**src/rtl/mem_arb_pkg.sv**
```systemverilog
// Shared types and constants for the memory port arbiter.
package mem_arb_pkg;

  typedef enum logic [1:0] {IDLE, FETCH, DATA} arb_state_e;

  // Read data returned to the owner when the watchdog abandons a transfer.
  localparam logic [31:0] TIMEOUT_RDATA = 32'hDEAD_BEEF;

endpackage

```
**src/rtl/mem_arb_watchdog.sv**
```systemverilog
// Stall watchdog for the arbiter: counts cycles a transfer waits on
// mem_ready and flags expiry on the LIMIT-th waiting cycle.
module mem_arb_watchdog #(
  parameter int LIMIT = 255
) (
  input  logic clk,
  input  logic reset,
  input  logic clr,
  input  logic en,
  output logic expired
);

  localparam int CW = $clog2(LIMIT + 1);

  logic [CW-1:0] cnt;

  assign expired = en && (cnt == CW'(LIMIT - 1));

  // Wait counter: held at zero outside a transfer, so every entry starts fresh.
  always_ff @(posedge clk or negedge reset) begin
    if (!reset)                cnt <= '0;
    else if (clr)              cnt <= '0;
    else if (en && !expired)   cnt <= cnt + 1'b1;
  end

endmodule

```
**src/rtl/mem_port_arbiter.sv**
```systemverilog
// Shared memory port arbiter: instruction fetch vs. data load/store.
// Data has priority, but fetch is granted after STARVE_MAX consecutive data
// grants it has sat through. Requests are registered onto mem_* and held
// until mem_ready; completion is a one-cycle if_valid / d_done pulse.
// Optional: define MEM_ARB_TIMEOUT_EN to add a mem_ready watchdog that
// abandons a stuck transfer after TIMEOUT_CYCLES and raises err.
module mem_port_arbiter
  import mem_arb_pkg::*;
#(
  parameter int ADDR_W         = 32,
  parameter int DATA_W         = 32,
  parameter int STARVE_MAX     = 4,
  parameter int TIMEOUT_CYCLES = 255
) (
  input  logic                clk,
  input  logic                reset,
  input  logic                if_req,
  input  logic [ADDR_W-1:0]   if_addr,
  output logic [DATA_W-1:0]   if_rdata,
  output logic                if_valid,
  output logic                if_stall,
  input  logic                d_req,
  input  logic                d_we,
  input  logic [ADDR_W-1:0]   d_addr,
  input  logic [DATA_W-1:0]   d_wdata,
  input  logic [DATA_W/8-1:0] d_be,
  output logic [DATA_W-1:0]   d_rdata,
  output logic                d_done,
  output logic                d_stall,
  output logic                mem_req,
  output logic                mem_we,
  output logic [ADDR_W-1:0]   mem_addr,
  output logic [DATA_W-1:0]   mem_wdata,
  output logic [DATA_W/8-1:0] mem_be,
  input  logic [DATA_W-1:0]   mem_rdata,
  input  logic                mem_ready,
  output logic                err
);

  localparam int SW = $clog2(STARVE_MAX + 1);
  localparam logic [DATA_W-1:0] TO_RDATA = DATA_W'(TIMEOUT_RDATA);

  arb_state_e    state;
  logic [SW-1:0] starve_cnt;
  logic          d_grant;
  logic          timeout;

  assign if_stall = if_req & ~if_valid;
  assign d_stall  = d_req  & ~d_done;

  // Data wins unless fetch has already waited out STARVE_MAX data grants.
  assign d_grant = d_req && ((starve_cnt < SW'(STARVE_MAX)) || !if_req);

`ifdef MEM_ARB_TIMEOUT_EN
  mem_arb_watchdog #(.LIMIT(TIMEOUT_CYCLES)) u_wdog (
    .clk     (clk),
    .reset   (reset),
    .clr     (state == IDLE),
    .en      (mem_req && !mem_ready),
    .expired (timeout)
  );
`else
  // Watchdog compiled out: never expires.
  assign timeout = (TIMEOUT_CYCLES < 0);
`endif

  // Arbitration FSM with registered memory-side request and completion pulses.
  always_ff @(posedge clk or negedge reset) begin
    if (!reset) begin
      state      <= IDLE;
      mem_req    <= 1'b0;
      mem_we     <= 1'b0;
      mem_addr   <= '0;
      mem_wdata  <= '0;
      mem_be     <= '0;
      if_rdata   <= '0;
      d_rdata    <= '0;
      if_valid   <= 1'b0;
      d_done     <= 1'b0;
      err        <= 1'b0;
      starve_cnt <= '0;
    end else begin
      if_valid <= 1'b0;
      d_done   <= 1'b0;
      err      <= 1'b0;
      case (state)
        IDLE: begin
          if (d_grant) begin
            state     <= DATA;
            mem_req   <= 1'b1;
            mem_we    <= d_we;
            mem_addr  <= d_addr;
            mem_wdata <= d_wdata;
            mem_be    <= d_be;
            // Only count grants that actually made fetch wait.
            if (!if_req)                              starve_cnt <= '0;
            else if (starve_cnt != SW'(STARVE_MAX))   starve_cnt <= starve_cnt + 1'b1;
          end else if (if_req) begin
            state      <= FETCH;
            mem_req    <= 1'b1;
            mem_we     <= 1'b0;
            mem_addr   <= if_addr;
            mem_be     <= '1;
            starve_cnt <= '0;
          end
        end
        FETCH, DATA: begin
          if (mem_ready || timeout) begin
            state   <= IDLE;
            mem_req <= 1'b0;
            mem_we  <= 1'b0;
            err     <= timeout;
            if (state == FETCH) begin
              if_valid <= 1'b1;
              if_rdata <= timeout ? TO_RDATA : mem_rdata;
            end else begin
              d_done <= 1'b1;
              // Stores leave the last load data in place.
              if (timeout)      d_rdata <= TO_RDATA;
              else if (!mem_we) d_rdata <= mem_rdata;
            end
          end
        end
        default: state <= IDLE;
      endcase
    end
  end

endmodule

```
**config.mk**
```make
export PLATFORM = sky130hd
export DESIGN_NAME = mem_port_arbiter
export DESIGN_NICKNAME = d
export VERILOG_FILES = /design/src/rtl/mem_arb_pkg.sv /design/src/rtl/mem_arb_watchdog.sv /design/src/rtl/mem_port_arbiter.sv
export SDC_FILE = /design/constraint.sdc
export NUM_CORES = 1
export LEC_CHECK = 0
export ABC_AREA = 0
export CAP_MARGIN = 5
export CORE_MARGIN = 3
export CORE_UTILIZATION = 44
export DETAILED_ROUTE_END_ITERATION = 16
export HOLD_SLACK_MARGIN = 0.1
export PLACE_DENSITY = 0.86
export SLEW_MARGIN = 25
export SYNTH_ARGS = -nofsm -noshare
export SYNTH_HDL_FRONTEND = slang
export SYNTH_SLANG_ARGS = --single-unit
```
**constraint.sdc**
```tcl
create_clock -name clk -period 2.6 [get_ports clk]
set_input_delay 0.78 -clock clk [delete_from_list [all_inputs] [get_ports clk]]
set_output_delay 0.78 -clock clk [all_outputs]
set_load 0.03 [all_outputs]
```
### Yosys cells after proc, flatten, opt, wreduce, memory -nomap -nowiden

Cells that the tools add are included.

| cells by class | value |
|---|---|
| $add $sub $neg | 1 |
| $lt $le $gt $ge | 1 |
| equality and inequality tests | 6 |
| mux-type cells | 25 |
| bitwise gates (word level) | 6 |
| reductions and logical operators | 14 |

Operators with widths:

| operator | number |
|---|---|
| $mux 32 | 2 |
| $mux 3 | 4 |
| $mux 1 | 11 |
| $reduce_and 3->1 | 3 |
| $mux 4 | 2 |
| $mux 2 | 3 |
| $ne 3x3->1 const B | 2 |
| $reduce_and 2->1 | 3 |
| $not 1->1 | 4 |
| $pmux 1 s2 | 2 |
| $pmux 2 s2 | 1 |
| $reduce_and 4->1 | 1 |
| $reduce_bool 2->1 | 2 |
| $add 3x1->3 const B | 1 |
| $lt 3x3->1 const B | 1 |
| $ne 3x2->1 const B | 1 |
| $and 1x1->1 | 2 |
| $eq 2x1->1 const B | 1 |
| $eq 2x2->1 const B | 1 |
| $logic_not 2->1 | 1 |
| $ne 2x2->1 const B | 1 |
| $reduce_or 2->1 | 1 |
| $logic_and 1x1->1 | 1 |
| $logic_not 1->1 | 1 |
| $logic_or 1x1->1 | 1 |

| word-level totals | value |
|---|---|
| bits in registers | 141 |
| input bits | 138 |
| output and inout bits | 139 |
| logic and storage cells | 64 |

### Logic depth before layout (Yosys ltp)

| depth | value |
|---|---|
| depth after elaboration | 5 |
| gate-level depth with buffers | 8 |
| gate-level depth less buffers | 5 |

### Worst setup path before layout

OpenSTA, ideal clock, no wires.

| timing | value |
|---|---|
| path kind | input port to output port |
| start | in if_req |
| end | out if_stall |
| arrival | 1438 ps |
| data required time | 1820 ps |
| setup slack | 382 ps |
| stages on the path | 2 |
| buffers on the path | 1 |
| cell sequence | buf_2 nor2b_1 |

| on the way | value |
|---|---|
| word-level cells in the longest chain between the ends | 1 |

Ends and longest elaborated chain:

| item | RTL line | text |
|---|---|---|
| from (decl) | mem_port_arbiter.sv:17 | `input logic if_req,` |
| $and 1x1->1 | mem_port_arbiter.sv:48 | `assign if_stall = if_req & ~if_valid;` |
| to (decl) | mem_port_arbiter.sv:21 | `output logic if_stall,` |

No other way between the ends.

### Worst setup path in the final report

Ends and elaborated chain as after synthesis.

==> metrics.md <==
| Metric | Value |
|---|---|
| Status | finished, final reports clean |
| RSZ-0062 raised after global routing | false |
| R2r worst-path depth | 5 |
| Crit Path Category | in2out |
| Chip width | 120 um |
| Most common cell in the netlist | dfrtp_1 |
| Starting DRT DRC Count | 278 |
| Yosys warns | 0 |
| DRT antenna net count | 0 |
| Startpoint Class | input port |
| Vias in the first global route | 4890 |
| Floorplan row count | 41 |
| Setup TNS | 0 ps |
| Initial Util | 45.4% |
| Crit-path slowest cell | clkdlybuf4s50_1 |
| Layout Utilization | 73.5% |
| First-pass GRT wire length | 26500 um |
| Fin cells | 901 |
| Final Critical Period | 2440 ps |
| Largest family of logic cells by synthesized area | multiplexers |
| Worst-path clk slew | 60 ps |
| Post-DP HPWL | 12400 um |
| Synth Area in XOR/XNOR | 0% |
| Synthesized flop and latch total | 141 |
| Simple logic cell fraction of the synthesized area | 5.57% |
| DR vias/cell | 5.03 |
| Synthesized-area fraction occupied by adder cells | 0.871% |
| Synth Cell Area | 0.00575 mm^2 |
| VDD IR max | 0.861 mV |
| Total CTS buffers | 17 |
| IO Pins | 277 |
| Multiplexer area fraction after synthesis | 20.8% |
| Core footprint | 0.0127 mm^2 |
| Initial antenna violation count | 0 |
| Worst Skew | 9.19 ps |
| CP bufs+invs | 2 |
| Antenna cells | 0 |
| Die Y | 120 um |
| Number of port buffers | 275 |
| Total power | 13.5 mW |
| Async set-reset flop share out of synthesis | 100% |
| Largest net degree at the start of global routing | 57 |
| Reg2reg end | mem_we$_DFFE_PN0P_ |
| Pwr per Cell Area | 1440 mW/mm^2 |
| FILL cells | 892 |
| Synth top cells by count | dfrtp_1, mux2_2, a21oi_1 |
| Placed cell area | 0.00874 mm^2 |
| CTS max path bufs | 2 |
| Gpl congestion | 0.806 |
| Busiest metal layer after global routing | met2 |
| Leading post-synthesis cells by cell area | dfrtp_1, mux2_2, mux2_4, a21oi_1, nor2_1 |
| CTS Root Cell | clkbuf_16 |
| Post-route cell area | 0.00931 mm^2 |
| Final net count | 858 |
| Arr. time, crit path | 1660 ps |
| Static leakage | 3.94 nW |
| Met3 GRT Util | 10.1% |
| TritonCTS clock tree | yes |
| Compound-cell area share of the yosys netlist | 8.01% |
| R2r startpoint | state[0]$_DFFE_PN0P_ |
| CP Capture Type | output pin |
| Top FF cell, synth | dfrtp_1 |
| DRT Pass-1 Iters | 7 |
| Max-cap violation count | 0 |
| Post-synth EDFFs | 0 |
| Mean Syn Cell Area | 13.2 um^2 |
| Global route overflow | 0 |
| CP peak stage delay | 540 ps |
| Req. time, crit path | 1820 ps |
| R2R setup slack | 760 ps |
| Seq/Total Area, Yosys | 61.4% |
| Crit-path max FO | 2 |
| Met2 GRT Util | 41.3% |
| Share of layout cells above drive strength 1 | 20.3% |
| Full die area | 0.0145 mm^2 |
| Gr usage total | 23.8% |
| Final setup viols | 0 |
| Routed wire per std cell | 18.7 um |
| Syn nets | 579 |
| Post-CTS Hold Buffers | 0 |
| Slew Limit Fails | 0 |
| Yosys cell types | 30 |
| DRC | 0 |
| Worst path cell trace | clkdlybuf4s50_1 -> nor2b_1 -> buf_4 |
| FMAX | 411 MHz |
| Resized Gates After CTS | 0 |
| Setup bufs post-CTS | 0 |
| Delay-heaviest family, CP | buffers and inverters |
| Cell taking the most area after synthesis | dfrtp_1 |
| Vias | 4528 |
| H-tree levels | 4 |
| Post-synthesis cell count | 437 |
| GR Util met1 | 25.5% |
| WL final | 16800 um |
| Worst skew pair latency | 410 ps |
| Top-area cell type share of the netlist area | 61.4% |
| Cells after DPL | 869 |
| Final hold viol count | 0 |
| Area delta synth->final | 62.0% |
| Hold Crit Class | in2async |
| Period utilization | 93.7% |
| TritonCTS Sinks | 141 |
==> cell type report <==
type,instances,area [um^2],area share (%)
flip-flops and latches,141,3530,37.9
multi-input cells,262,2040,21.9
well taps,172,215,2.31
clock buffers,18,429,4.61
clock inverters,14,146,1.57
inverters,6,22.5,0.242
repair buffers,288,2930,31.5
==> kinds of logic (layout without fill, tap and decap cells) <==
family / count (synthesis) / in the layout
DFF: 141 / 141
muxes: 97 / 97
AOI/OAI and AO/OA: 81 / 81
and+or+nand+nor: 79 / 79
buffers and inverters: 34 / 326
adders and majority gates: 4 / 4
other: 1 / 1
==> routing by layer <==
metal | vias to the layer above | routed length [um] | part of all wire (%)
li1 | 2067 | - | -
met1 | 2200 | 5960 | 35
met2 | 222 | 8710 | 52
met3 | 39 | 1640 | 9.8
met4 | 0 | 493 | 2.9
met5 | - | 0 | 0
==> metrics by stage <==
step / hold slack (ps) / setup WS, ps
final: 306 / 164
after global routing: 319 / 97.8
after CTS: 309 / 135
after detailed placement: 488 / 53.9
after global placement: 469 / 98.0
after floorplan: 473 / 382
==> registers in the layout, summed over array words and instances, names as in the netlist <==
signal	cells
d_done	1
d_rdata	32
if_rdata	32
if_valid	1
mem_addr	32
mem_be	4
mem_req	1
mem_wdata	32
mem_we	1
starve_cnt	3
state	2
==> worst max-delay path by stage <==
stage / from / endpoint / slack, ps / depth (start not counted)
6_report: if_req / if_stall / 160 / 3
5_1_grt: if_req / if_stall / 100 / 3
4_1_cts: if_req / if_stall / 130 / 3
3_5_place_dp: if_req / mem_wdata[1]$_DFFE_PN0P_ / 50 / 6
3_3_place_gp: if_req / mem_wdata[3]$_DFFE_PN0P_ / 100 / 6
2_1_floorplan: if_req / if_stall / 380 / 2
==> power breakdown <==
group	internal [mW]	switching [mW]	leakage (nW)
combinational	3.32	3.86	2.02
sequential	3.32	0.634	1.65
clock	1.41	0.921	0.276
total	8.04	5.41	3.94
==> placed cells by master (no fill, tap or decap), types with 6 or more instances in the layout <==
cell type / instances
dfrtp_1: 141
buf_12: 7
inv_1: 6
nand2_1: 35
mux2_2: 68
clkbuf_16: 17
nor2_1: 36
a21oi_1: 65
mux2_4: 27
buf_4: 8
clkdlybuf4s50_1: 272
Note: power is estimated with default switching activity, not from simulation.
==> variant, RTL diff (config.mk and constraints unchanged) <==
The parameter `STARVE_MAX` goes from 4 to 2.
--- a/src/rtl/mem_port_arbiter.sv
+++ b/src/rtl/mem_port_arbiter.sv
@@ -9,7 +9,7 @@
 #(
   parameter int ADDR_W         = 32,
   parameter int DATA_W         = 32,
-  parameter int STARVE_MAX     = 4,
+  parameter int STARVE_MAX     = 2,
   parameter int TIMEOUT_CYCLES = 255
 ) (
   input  logic                clk,
Formal check against the unedited RTL: not equivalent (Yosys sat finds a counterexample within 10 cycles, from zero or initial values and one cycle with reset low).
==> variant against the original RTL <==
Power down 1.0%; routed wire length down 0.74%; final cell count down 1.0%; area after synthesis down 3.2%; sequential cell count down 1; design area down 1.3%; setup slack worse by 17 ps; die area down 3.0%; critical path type unchanged; largest power group unchanged.
==> variant: results (changes against the original RTL) <==
The detailed-routing wirelength on met1 was 6.13 mm (was 5.96 mm). The worst supply voltage drop on vdd came out at 940 uV (was 861 uV). The post-synthesis sequential area ratio came out at 62.9% (was 61.4%). The pin count of the biggest net entering global routing came to 51 (was 57). The length of the first detailed-routing pass in iterations came out at 4 (was 7). The number of global-route vias before repair was 4,862 (was 4,890). The core utilization of the finished layout is 75.2% (was 73.5%).

The overall global routing resource usage is 24.1% (was 23.8%). The overall via count from detail_route is 4,504 (was 4,528). The average footprint of a synthesized cell came out at 12.9 um2 (was 13.2 um2). The number of cells after detailed placement came out at 860 (was 869). The number of DRC markers in iteration 0 is 323 (was 278). The final HPWL from detailed placement came out at 12.1 mm (was 12.4 mm). The cell leakage power came out at 3.85 nW (was 3.94 nW). The proportion of layout cells with a drive suffix above 1 is 16.3% (was 20.3%). The wire length on met2 is 8.66 mm (was 8.71 mm). Result of the run: finished clean (unchanged). The largest clock skew in the final design came out at 7.06 ps (was 9.19 ps). The minimum hold slack came out at 303 ps (was 306 ps). Top post-synthesis cells by count: sky130_fd_sc_hd__dfrtp_1, sky130_fd_sc_hd__mux2_2, sky130_fd_sc_hd__a21oi_1 (unchanged). The global-route wire length before repair came out at 26.3 mm (was 26.5 mm). The final weighted congestion in routability-driven placement came out at 0.819 (was 0.806).

The net count after synthesis is 574 (was 579). The vias per cell came to 5.05 (was 5.03). The maximum cell stage delay along the critical path came to 510 ps (was 540 ps). Top cells by area in the synthesized netlist: sky130_fd_sc_hd__dfrtp_1, sky130_fd_sc_hd__mux2_2, sky130_fd_sc_hd__a21oi_1, sky130_fd_sc_hd__mux2_1, sky130_fd_sc_hd__nand2_1 (was sky130_fd_sc_hd__dfrtp_1, sky130_fd_sc_hd__mux2_2, sky130_fd_sc_hd__mux2_4, sky130_fd_sc_hd__a21oi_1, sky130_fd_sc_hd__nor2_1).

The initial standard-cell utilization of the core is 45.6% (was 45.4%).
## variant: cell count changes after synthesis, moves of 2 or more
cell | unedited run | this run
sky130_fd_sc_hd__a21oi_1 | 65 | 67
sky130_fd_sc_hd__a32o_1 | 2 | 0
sky130_fd_sc_hd__mux2_4 | 27 | 0
sky130_fd_sc_hd__buf_6 | 3 | 0
sky130_fd_sc_hd__buf_2 | 20 | 15
sky130_fd_sc_hd__clkbuf_1 | 0 | 9
sky130_fd_sc_hd__mux2_1 | 2 | 28
sky130_fd_sc_hd__buf_4 | 4 | 1
## variant: where the power goes
| group | switching [mW] | internal (mW) |
|---|---|---|
| sequential | 0.623 | 3.29 |
| clock | 0.916 | 1.54 |
| combinational | 3.87 | 3.09 |
## variant: cell type report
type                            count  area, um2
Fill cell                         824       3030
Clock inverter                     13        165
Timing Repair Buffer              285       2910
Multi-Input combinational cell    261       1930
Sequential cell                   140       3500
Tap cell                          168        210
Clock buffer                       19        443
Inverter                            6       22.5
## variant: routing by layer
| metal | global-route usage (%) | vias to the layer above |
|---|---|---|
| met5 | 0 | - |
| met4 | 9.49 | 0 |
| met3 | 9.52 | 34 |
| met2 | 42.4 | 211 |
| met1 | 26.1 | 2207 |
| li1 | - | 2052 |
## variant: cell families (layout without fill, tap and decap cells)
group	Yosys count	in the layout	share of synthesized area (%)
DFF	140	140	62.9
muxes	97	97	19.6
AOI/OAI and AO/OA	81	81	8.18
and+or+nand+nor	79	79	5.96
buffers and inverters	32	323	2.56
adders and majority gates	3	3	0.674
other	1	1	0.0674
## variant: stage by stage
step                power, mW  worst slack, ps
global route             14.0             98.9
floorplan                7.76              383
detailed placement       10.9             75.0
global placement         10.6              131
CTS                      13.5              124
finish                   13.3              147
## variant: critical path: cells and delay by family
family | cells | cell delay, ps
and+or+nand+nor | 1 | 190
buffers and inverters | 2 | 700
